[src/rtl/alu_legv8_pkg.sv]
// alu_legv8_pkg: shared FS op codes and FSM state encodings for alu_seq_legv8
package alu_legv8_pkg;
  typedef enum logic [2:0] {OP_AND, OP_OR, OP_ADD, OP_XOR, OP_SHL, OP_SHR, OP_MUL, OP_NOP} op_t;
  typedef enum logic [1:0] {IDLE, BUSY, DONE} state_t;
endpackage

[src/rtl/alu_seq_iter.sv]
// alu_seq_iter: bit-serial shift and shift-add multiply datapath (multiply only when ALU_MUL_EN is defined)
module alu_seq_iter #(
  parameter int WIDTH = 64,
  parameter int CW = 7
) (
  input  logic             clk,
  input  logic             rst,
  input  logic             load,
  input  logic             step,
  input  logic             left,
`ifdef ALU_MUL_EN
  input  logic             mul,
  input  logic [WIDTH-1:0] b,
`endif
  input  logic [WIDTH-1:0] a,
  input  logic [CW-1:0]    cnt_init,
  output logic             last,
  output logic [WIDTH-1:0] nxt
);
  logic [WIDTH-1:0] acc, acc_init;
  logic [CW-1:0] cnt;
  logic left_q;
`ifdef ALU_MUL_EN
  logic mul_q;
  logic [WIDTH-1:0] mcd, mpl;
  assign acc_init = mul ? '0 : a;
  assign nxt = mul_q ? acc + (mpl[0] ? mcd : '0) : left_q ? acc << 1 : acc >> 1;
  // multiplicand walks left and multiplier walks right one bit per step
  always_ff @(posedge clk)
    if (rst) begin
      mul_q <= 1'b0;
      mcd <= '0;
      mpl <= '0;
    end else if (load) begin
      mul_q <= mul;
      mcd <= a;
      mpl <= b;
    end else if (step) begin
      mcd <= mcd << 1;
      mpl <= mpl >> 1;
    end
`else
  assign acc_init = a;
  assign nxt = left_q ? acc << 1 : acc >> 1;
`endif
  assign last = cnt == CW'(1);
  // accumulator and remaining-iteration counter; last marks the final step
  always_ff @(posedge clk)
    if (rst) begin
      acc <= '0;
      cnt <= '0;
      left_q <= 1'b0;
    end else if (load) begin
      acc <= acc_init;
      cnt <= cnt_init;
      left_q <= left;
    end else if (step) begin
      acc <= nxt;
      cnt <= cnt - CW'(1);
    end
endmodule

[src/rtl/alu_seq_legv8.sv]
// alu_seq_legv8: LEGv8-style ALU with valid/ready handshake; iterative shifts, optional multiply via ALU_MUL_EN
module alu_seq_legv8
  import alu_legv8_pkg::*;
#(
  parameter int WIDTH = 64,
  parameter int SHW = $clog2(WIDTH)
) (
  input  logic             clock,
  input  logic             reset,
  input  logic             in_valid,
  output logic             in_ready,
  input  logic [WIDTH-1:0] A,
  input  logic [WIDTH-1:0] B,
  input  logic [4:0]       FS,
  input  logic             C0,
  output logic             out_valid,
  input  logic             out_ready,
  output logic [WIDTH-1:0] F,
  output logic [3:0]       status
);
  op_t op;
  state_t state, state_nxt;
  logic [WIDTH-1:0] a_in, b_in, res, it_nxt;
  logic [WIDTH:0] sum;
  logic [SHW-1:0] amt;
  logic [SHW:0] cnt_init;
  logic [1:0] cv;
  logic is_shift, is_mul, iter, accept, last, ovf;
  assign op = op_t'(FS[4:2]);
  assign a_in = FS[0] ? ~A : A;
  assign b_in = FS[1] ? ~B : B;
  assign sum = {1'b0, a_in} + {1'b0, b_in} + (WIDTH+1)'(C0);
  assign ovf = (a_in[WIDTH-1] == b_in[WIDTH-1]) && (sum[WIDTH-1] != a_in[WIDTH-1]);
  assign amt = B[SHW-1:0];
  assign is_shift = op == OP_SHL || op == OP_SHR;
`ifdef ALU_MUL_EN
  assign is_mul = op == OP_MUL;
`else
  assign is_mul = 1'b0;
`endif
  assign iter = (is_shift && amt != '0) || is_mul;
  assign accept = state == IDLE && in_valid;
  assign cnt_init = is_mul ? (SHW+1)'(WIDTH) : {1'b0, amt};
  // zero-amount shifts pass A through; undefined ops resolve to zero
  assign res = op == OP_AND ? a_in & b_in :
               op == OP_OR  ? a_in | b_in :
               op == OP_ADD ? sum[WIDTH-1:0] :
               op == OP_XOR ? a_in ^ b_in :
               is_shift     ? A : '0;
  assign cv = op == OP_ADD ? {ovf, sum[WIDTH]} : 2'b00;
  alu_seq_iter #(.WIDTH(WIDTH), .CW(SHW+1)) u_iter (
    .clk      (clock),
    .rst      (reset),
    .load     (accept && iter),
    .step     (state == BUSY),
    .left     (op == OP_SHL),
`ifdef ALU_MUL_EN
    .mul      (is_mul),
    .b        (B),
`endif
    .a        (A),
    .cnt_init (cnt_init),
    .last     (last),
    .nxt      (it_nxt)
  );
  // state register
  always_ff @(posedge clock)
    state <= reset ? IDLE : state_nxt;
  // next-state logic
  always_comb begin
    state_nxt = state;
    case (state)
      IDLE: state_nxt = in_valid ? (iter ? BUSY : DONE) : IDLE;
      BUSY: state_nxt = last ? DONE : BUSY;
      DONE: state_nxt = out_ready ? IDLE : DONE;
      default: state_nxt = IDLE;
    endcase
  end
  // handshake outputs
  always_comb begin
    in_ready = state == IDLE;
    out_valid = state == DONE;
  end
  // result and flags, written only when entering DONE so they hold while stalled
  always_ff @(posedge clock)
    if (reset) begin
      F <= '0;
      status <= '0;
    end else if (accept && !iter) begin
      F <= res;
      status <= {cv, res[WIDTH-1], res == '0};
    end else if (state == BUSY && last) begin
      F <= it_nxt;
      status <= {2'b00, it_nxt[WIDTH-1], it_nxt == '0};
    end
endmodule

[config.mk]
export PLATFORM = sky130hd
export DESIGN_NAME = alu_seq_legv8
export DESIGN_NICKNAME = d
export VERILOG_FILES = /design/src/rtl/alu_legv8_pkg.sv /design/src/rtl/alu_seq_iter.sv /design/src/rtl/alu_seq_legv8.sv
export SDC_FILE = /design/constraint.sdc
export NUM_CORES = 1
export LEC_CHECK = 0
export CAP_MARGIN = 0
export CORE_ASPECT_RATIO = 1.75
export CORE_MARGIN = 1.5
export CORE_UTILIZATION = 30
export DETAILED_ROUTE_END_ITERATION = 8
export GPL_TIMING_DRIVEN = 0
export PLACE_DENSITY_LB_ADDON = 0.12
export SYNTH_ARGS = -nofsm -noshare
export SYNTH_HDL_FRONTEND = slang
export SYNTH_HIERARCHICAL = 1
export SYNTH_SLANG_ARGS = --single-unit
[constraint.sdc]
create_clock -name clock -period 13.3 [get_ports clock]
set_clock_uncertainty 0.2 [all_clocks]
set_input_delay 2.66 -clock clock [delete_from_list [all_inputs] [get_ports clock]]
set_output_delay 2.66 -clock clock [all_outputs]
set_load 0.01 [all_outputs]
# Yosys cells after proc, flatten, opt, wreduce, memory -nomap -nowiden
# Index checks and enable logic that the tools add are counted.
# W data, S select, Z words.
# totals
register_bits	142
input_bits	138
output_inout_bits	70
elab_cells	63
# op_classes
addsub	3
eq_ne	10
n_mux	22
bitwise	5
n_reduce_logical	16
# op_table
operator	count
$mux W64	12
$logic_not A64 Y1	2
$not A64 Y64	2
$add A64 B64 Y65	1
$add A65 B1 Y65	1
$and A64 B64 Y64	1
$or A64 B64 Y64	1
$xor A64 B64 Y64	1
$mux W6	2
$mux W2	5
$mux W4	2
$eq A7 B1 Y1 const B	1
$sub A7 B1 Y7 const B	1
$eq A3 B2 Y1 const B	2
$eq A3 B3 Y1 const B	2
$logic_and A1 B1 Y1	6
$pmux W2 S3	1
$reduce_bool A6 Y1	1
$reduce_bool A2 Y1	2
$eq A3 B1 Y1 const B	1
$logic_not A3 Y1	1
$eq A2 B1 Y1 const B	1
$eq A2 B2 Y1 const B	1
$logic_not A2 Y1	1
5 further kinds	5

# Depth between registers and ports, before layout
# logic_depth
ltp_word	9
mapped_depth	18
depth_no_buf	16

# Cells and area by module
# Netlist, hierarchy kept.
# by_module_without_submodules
module	n_inst	cells_per_inst	area_each_um2	seq_area_each_um2
alu_seq_legv8	1	1858	12396.9	1381.3
alu_seq_iter	1	410	4072.7	1441.4

# Least setup slack after synthesis
# OpenSTA, ideal clock, no wires.
# synth_path
path_kind	in2reg
from	input FS[0]
to	register status[0]
setup_time_ps	59
arrival_ps	6586
required_ps	13041
setup_slack_ps	6456
cell_stages	18
n_path_buf	2
cell_sequence	buf_4 -> buf_1 -> xnor2_1 -> inv_1 -> fa_1 -> ha_1 -> nor3_1 -> o21ai_2 -> a21o_1 -> a21oi_1 -> or4_1 -> o211ai_1 -> or4_1 -> a2111oi_2 -> nand3_1 -> nor4_1 -> and4b_1 -> a31o_1
# synth_between
elab_chain_cells	8
word_cells_on_any_way	12
cone_classes	add/sub: 2; mux: 6; bitwise: 3; reduce/logical: 1
# synth_rtl
item	line	rtl
start: declaration	alu_seq_legv8.sv:14	input logic [4:0] FS,
$mux W64 *	alu_seq_legv8.sv:30	assign a_in = FS[0] ? ~A : A;
$add A64 B64 Y65 or $xor A64 B64 Y64 (tied branches)	alu_seq_legv8.sv:32, alu_seq_legv8.sv:48	
$add A65 B1 Y65 or $mux W64 (tied branches)	alu_seq_legv8.sv:32, alu_seq_legv8.sv:48	
$mux W64	alu_seq_legv8.sv:47	op == OP_ADD ? sum[WIDTH-1:0] :
$mux W64	alu_seq_legv8.sv:46	op == OP_OR ? a_in | b_in :
$mux W64 *	alu_seq_legv8.sv:45	assign res = op == OP_AND ? a_in & b_in :
$logic_not A64 Y1 *	alu_seq_legv8.sv:91	status <= {cv, res[WIDTH-1], res == '0};
$mux W4 *	alu_seq_legv8.sv:89	end else if (accept && !iter) begin
end signal: assignment	alu_seq_legv8.sv:91	
end signal: assignment	alu_seq_legv8.sv:94	status <= {2'b00, it_nxt[WIDTH-1], it_nxt == '0};
end: declaration	alu_seq_legv8.sv:19	output logic [3:0] status
# Every way passes the cells marked *; elsewhere a longest branch is shown, timed or not.
# A chain may end at the register's enable or synchronous reset.

# Final worst setup path
# layout_path
from	input FS[1]
to	register status[0]
# layout_between
elab_chain_cells	8
word_cells_on_any_way	12
cone_classes	add/sub: 2; mux: 6; bitwise: 3; reduce/logical: 1
# layout_rtl
item	line	rtl
$mux W64 *	alu_seq_legv8.sv:31	assign b_in = FS[1] ? ~B : B;
$add A64 B64 Y65 or $xor A64 B64 Y64 (tied branches)	alu_seq_legv8.sv:32, alu_seq_legv8.sv:48	
$add A65 B1 Y65 or $mux W64 (tied branches)	alu_seq_legv8.sv:32, alu_seq_legv8.sv:48	
$mux W64	alu_seq_legv8.sv:47	
$mux W64	alu_seq_legv8.sv:46	
$mux W64 *	alu_seq_legv8.sv:45	
$logic_not A64 Y1 *	alu_seq_legv8.sv:91	
$mux W4 *	alu_seq_legv8.sv:89	
# Marked as above.

==> impl_results.md <==
- Hold path startpoint: status[2]
- Comb power frac: 52.2%
- Drc violations: 20
- Power per cell area: 97.59 nW/um2
- Syn-to-layout area delta: 20.85%
- Final nets: 2,760
- Ports: 208
- Post-synth EDFFs: 0
- Hold_buf cts: 0
- CTS sink count: 141
- Die H: 313.0 um
- Initial antenna violation count: 3
- Cell variety after synth: 87
- Synthesized cell area: 16,470 um2
- Crit path max-delay family: compound AO/OA/AOI/OAI gates
- Top cells by count, synth: 311 x nand2_1, 188 x nor2_1, 172 x a21oi_1, 146 x inv_1, 144 x xor2_1
- Share of cells above drive strength 1: 5.911%
- Type of origin of the critical path: input port
- Max VDD drop: 0.05949 mV
- PortBufs: 204
- Switching power: 0.0008827 W
- Arr. time, crit path: 9200 ps
- Synthesized net count: 2,537
- # fillers: 5,868
- Setup_tns: 0 ps
- Flop pwr share: 24.5%
- Clock buffer depth: 2
- CTS tree: done
- Slowest CP cell: buf_1
- H-Tree Depth: 4
- CTS resizes: 0
- GP Congestion: 1.004
- Net Sw Frac: 45.45%
- Total GRT Usage: 32.75%
- Area of the die: 56,370 um2
- Routed WL: 94.35 mm
- Clock transition at path regs: 60 ps
- Crit-path cells: buf_4, buf_1, xor2_1, ha_1, o211ai_1, a211oi_1, a2bb2oi_1, o21ai_0, a21oi_1, xnor2_1, a31oi_1, nand2_1, a2111o_1, nor4_1, and4b_1, a31o_1
- Endpoint class of the critical path: flop
- Max Freq: 0.1109 GHz
- Wire per inst: 29.54 um
- Global route total overflow: 0
- Global-route wire length before repair: 133.1 mm
- Cells after Synth: 2,268
- Top post-synthesis cells by area: dfxtp_1 17%, ha_1 9.9%, xor2_1 7.7%
- Worst Path Buf+Inv: 2
- Period utilization: 67.79%
- Critical path's largest stage delay: 980 ps
- Worst Setup Path Type: input port to flop
- Final setup viols: 0
- Post-synth top area cell: dfxtp_1
- Yosys warnings: 6
- Crit path time final: 9015 ps
- Die width: 180.1 um
- Site Rows: 113
- Vias in the first global route: 18,900
- Clk_lat worst skew: 440 ps
- Clk network pwr share: 23.3%
- Failing checks: DRC
- Core area: 54,290 um2
- DRT Pass-1 Iters: 9
- Synth Register Bits: 141
- Post-CTS setup buffer count: 0
- Worst flop-to-flop path startpoint: state[1]
- Initial Util: 30.34%
- Leak Pwr: 7.717 nW
- Crit path from: FS[1]
- Final hold slack: 266.6 ps
- Drt via density: 5.893
- Slew Viols, Final: 0
- Slew headroom: 15.45%
- Yosys top cell area share: 17.14%
- Maximum fanout along the worst path: 10
- Largest net degree at the start of global routing: 17
- Mean area per synthesized cell: 7.262 um2
- Max-Cap Viols: 0
- Detail Placement HPWL: 78.81 mm
- Worst slew pin tran: 1268 ps
- DRT iter0 DRCs: 1,733
- Status: finished, violations left
- Most frequent cell after synthesis: nand2_1
- Post-synth ARST share: 0%
- Cell Int Power: 0.001060 W
- CTS Buf Count: 17
- Unrepaired setup endpoints after global routing: false
- Storage cell area: 2823 um2
- Main synth FF type: dfxtp_1
- Antenna Cells: 0
- Multi-input gate area: 12,390 um2
- Vias: 18,820
- Clk root buf: clkbuf_16
- Critical path required time: 13,480 ps
- Sequential area share after synthesis: 17.14%
- Routed Antenna Nets: 0
- Hold Crit Class: flop to flop
- Fin. Hold Viols: 0
[cell usage in the layout, fill, tap and decap left out, drive strengths merged, types with 8 or more instances in the layout]
master,Yosys,routed
nand2b,15,15
clkbuf,99,123
inv,146,146
o22ai,77,77
a211oi,67,67
clkinv,3,9
a21o,25,25
mux2,64,64
mux2i,72,72
clkdlybuf4s50,0,204
xor2,144,144
o21a,19,19
nor2,188,188
nor2b,11,11
a22oi,10,10
nor3,38,38
o211ai,30,30
o21ai,87,87
nand3,30,30
nor4,26,26
or2,8,8
o31ai,8,8
a311oi,36,36
buf,63,63
a21oi,173,173
nand4,32,32
dfxtp,141,141
nand2,311,311
and3,20,20
xnor2,24,24
or3,13,13
a31oi,16,16
o21bai,13,13
ha,130,130
[power groups by stage]
stage,combinational [W],clock (W),sequential (W)
4_1_cts,0.000994,0.000455,0.000476
2_1_floorplan,0.000578,0,0.000484
6_report,0.00101,0.000452,0.000476
3_3_place_gp,0.000988,0,0.000485
5_1_grt,0.00107,0.000471,0.000479
3_5_place_dp,0.000989,0,0.000485
[kinds of logic after synthesis]
family	count (synthesis)	share of synthesized area (%)
fa+ha+maj	131	9.998
simple gates	727	20.03
mux	136	9.390
xor+xnor	168	9.162
other cells	1	0.02277
buf+inv	311	7.643
compound gates	653	26.61
flops	141	17.14
[registers in the layout (all words and copies together), names as in the netlist]
register / cells
F: 63
state: 2
u_iter/left_q: 1
status: 4
u_iter/acc: 64
u_iter/cnt: 7
[layout make-up]
cell class                 instances  area share (%)
sequential                       141           14.18
buffer                           162           3.514
tap                              690           4.337
clock buffer                      24           2.320
timing repair buffer             204           10.26
clock inverter                     8          0.3395
multi-input combinational       1816           62.24
inverter                         149           2.810
[routing by layer]
metal  wire (um)  up-vias  GRT usage, %  share of wire [%]
met5          23        -             0              0.024
met4        7977        4         24.26                8.5
met3        5291      295         3.602                5.6
met2       46450      887         58.62                 49
met1       34600     9056         35.69                 37
li1            -     8581             -                  -
[worst reg2reg max path, cell delays in order (launching register included)]
cell and delay [ps]:
dfxtp_1 320, nor2_1 220, nand2_1 190, a311oi_1 520, nand3b_1 260, nor4_1 240
nand4_1 120, or4_1 560, a2111oi_2 300, nand3_1 140, nor4_1 620, and4b_1 290
a31o_1 160
[through the flow]
| step | setup slack [ps] | cells | cell area [um2] | util, % | total power (W) |
|---|---|---|---|---|---|
| global route | 4213 | 3194 | 19900 | 36.66 | 0.002025 |
| global placement | 3900 | 3162 | 19370 | 35.69 | 0.001474 |
| detailed placement | 3961 | 3162 | 19370 | 35.69 | 0.001474 |
| floorplan | 6456 | 2268 | 16470 | - | 0.001063 |
| CTS | 4410 | 3194 | 19900 | 36.66 | 0.001925 |
| finish | 4285 | 3194 | 19900 | 36.66 | 0.001942 |
[worst paths after layout]
kind          endpoint  cells past startpoint  slack [ps]
max          status[0]                     16        4280
min          status[2]                      2         270
max reg2reg  status[0]                     12        9100
min reg2reg  status[2]                      2         270
(Power assumes the default switching activity.)
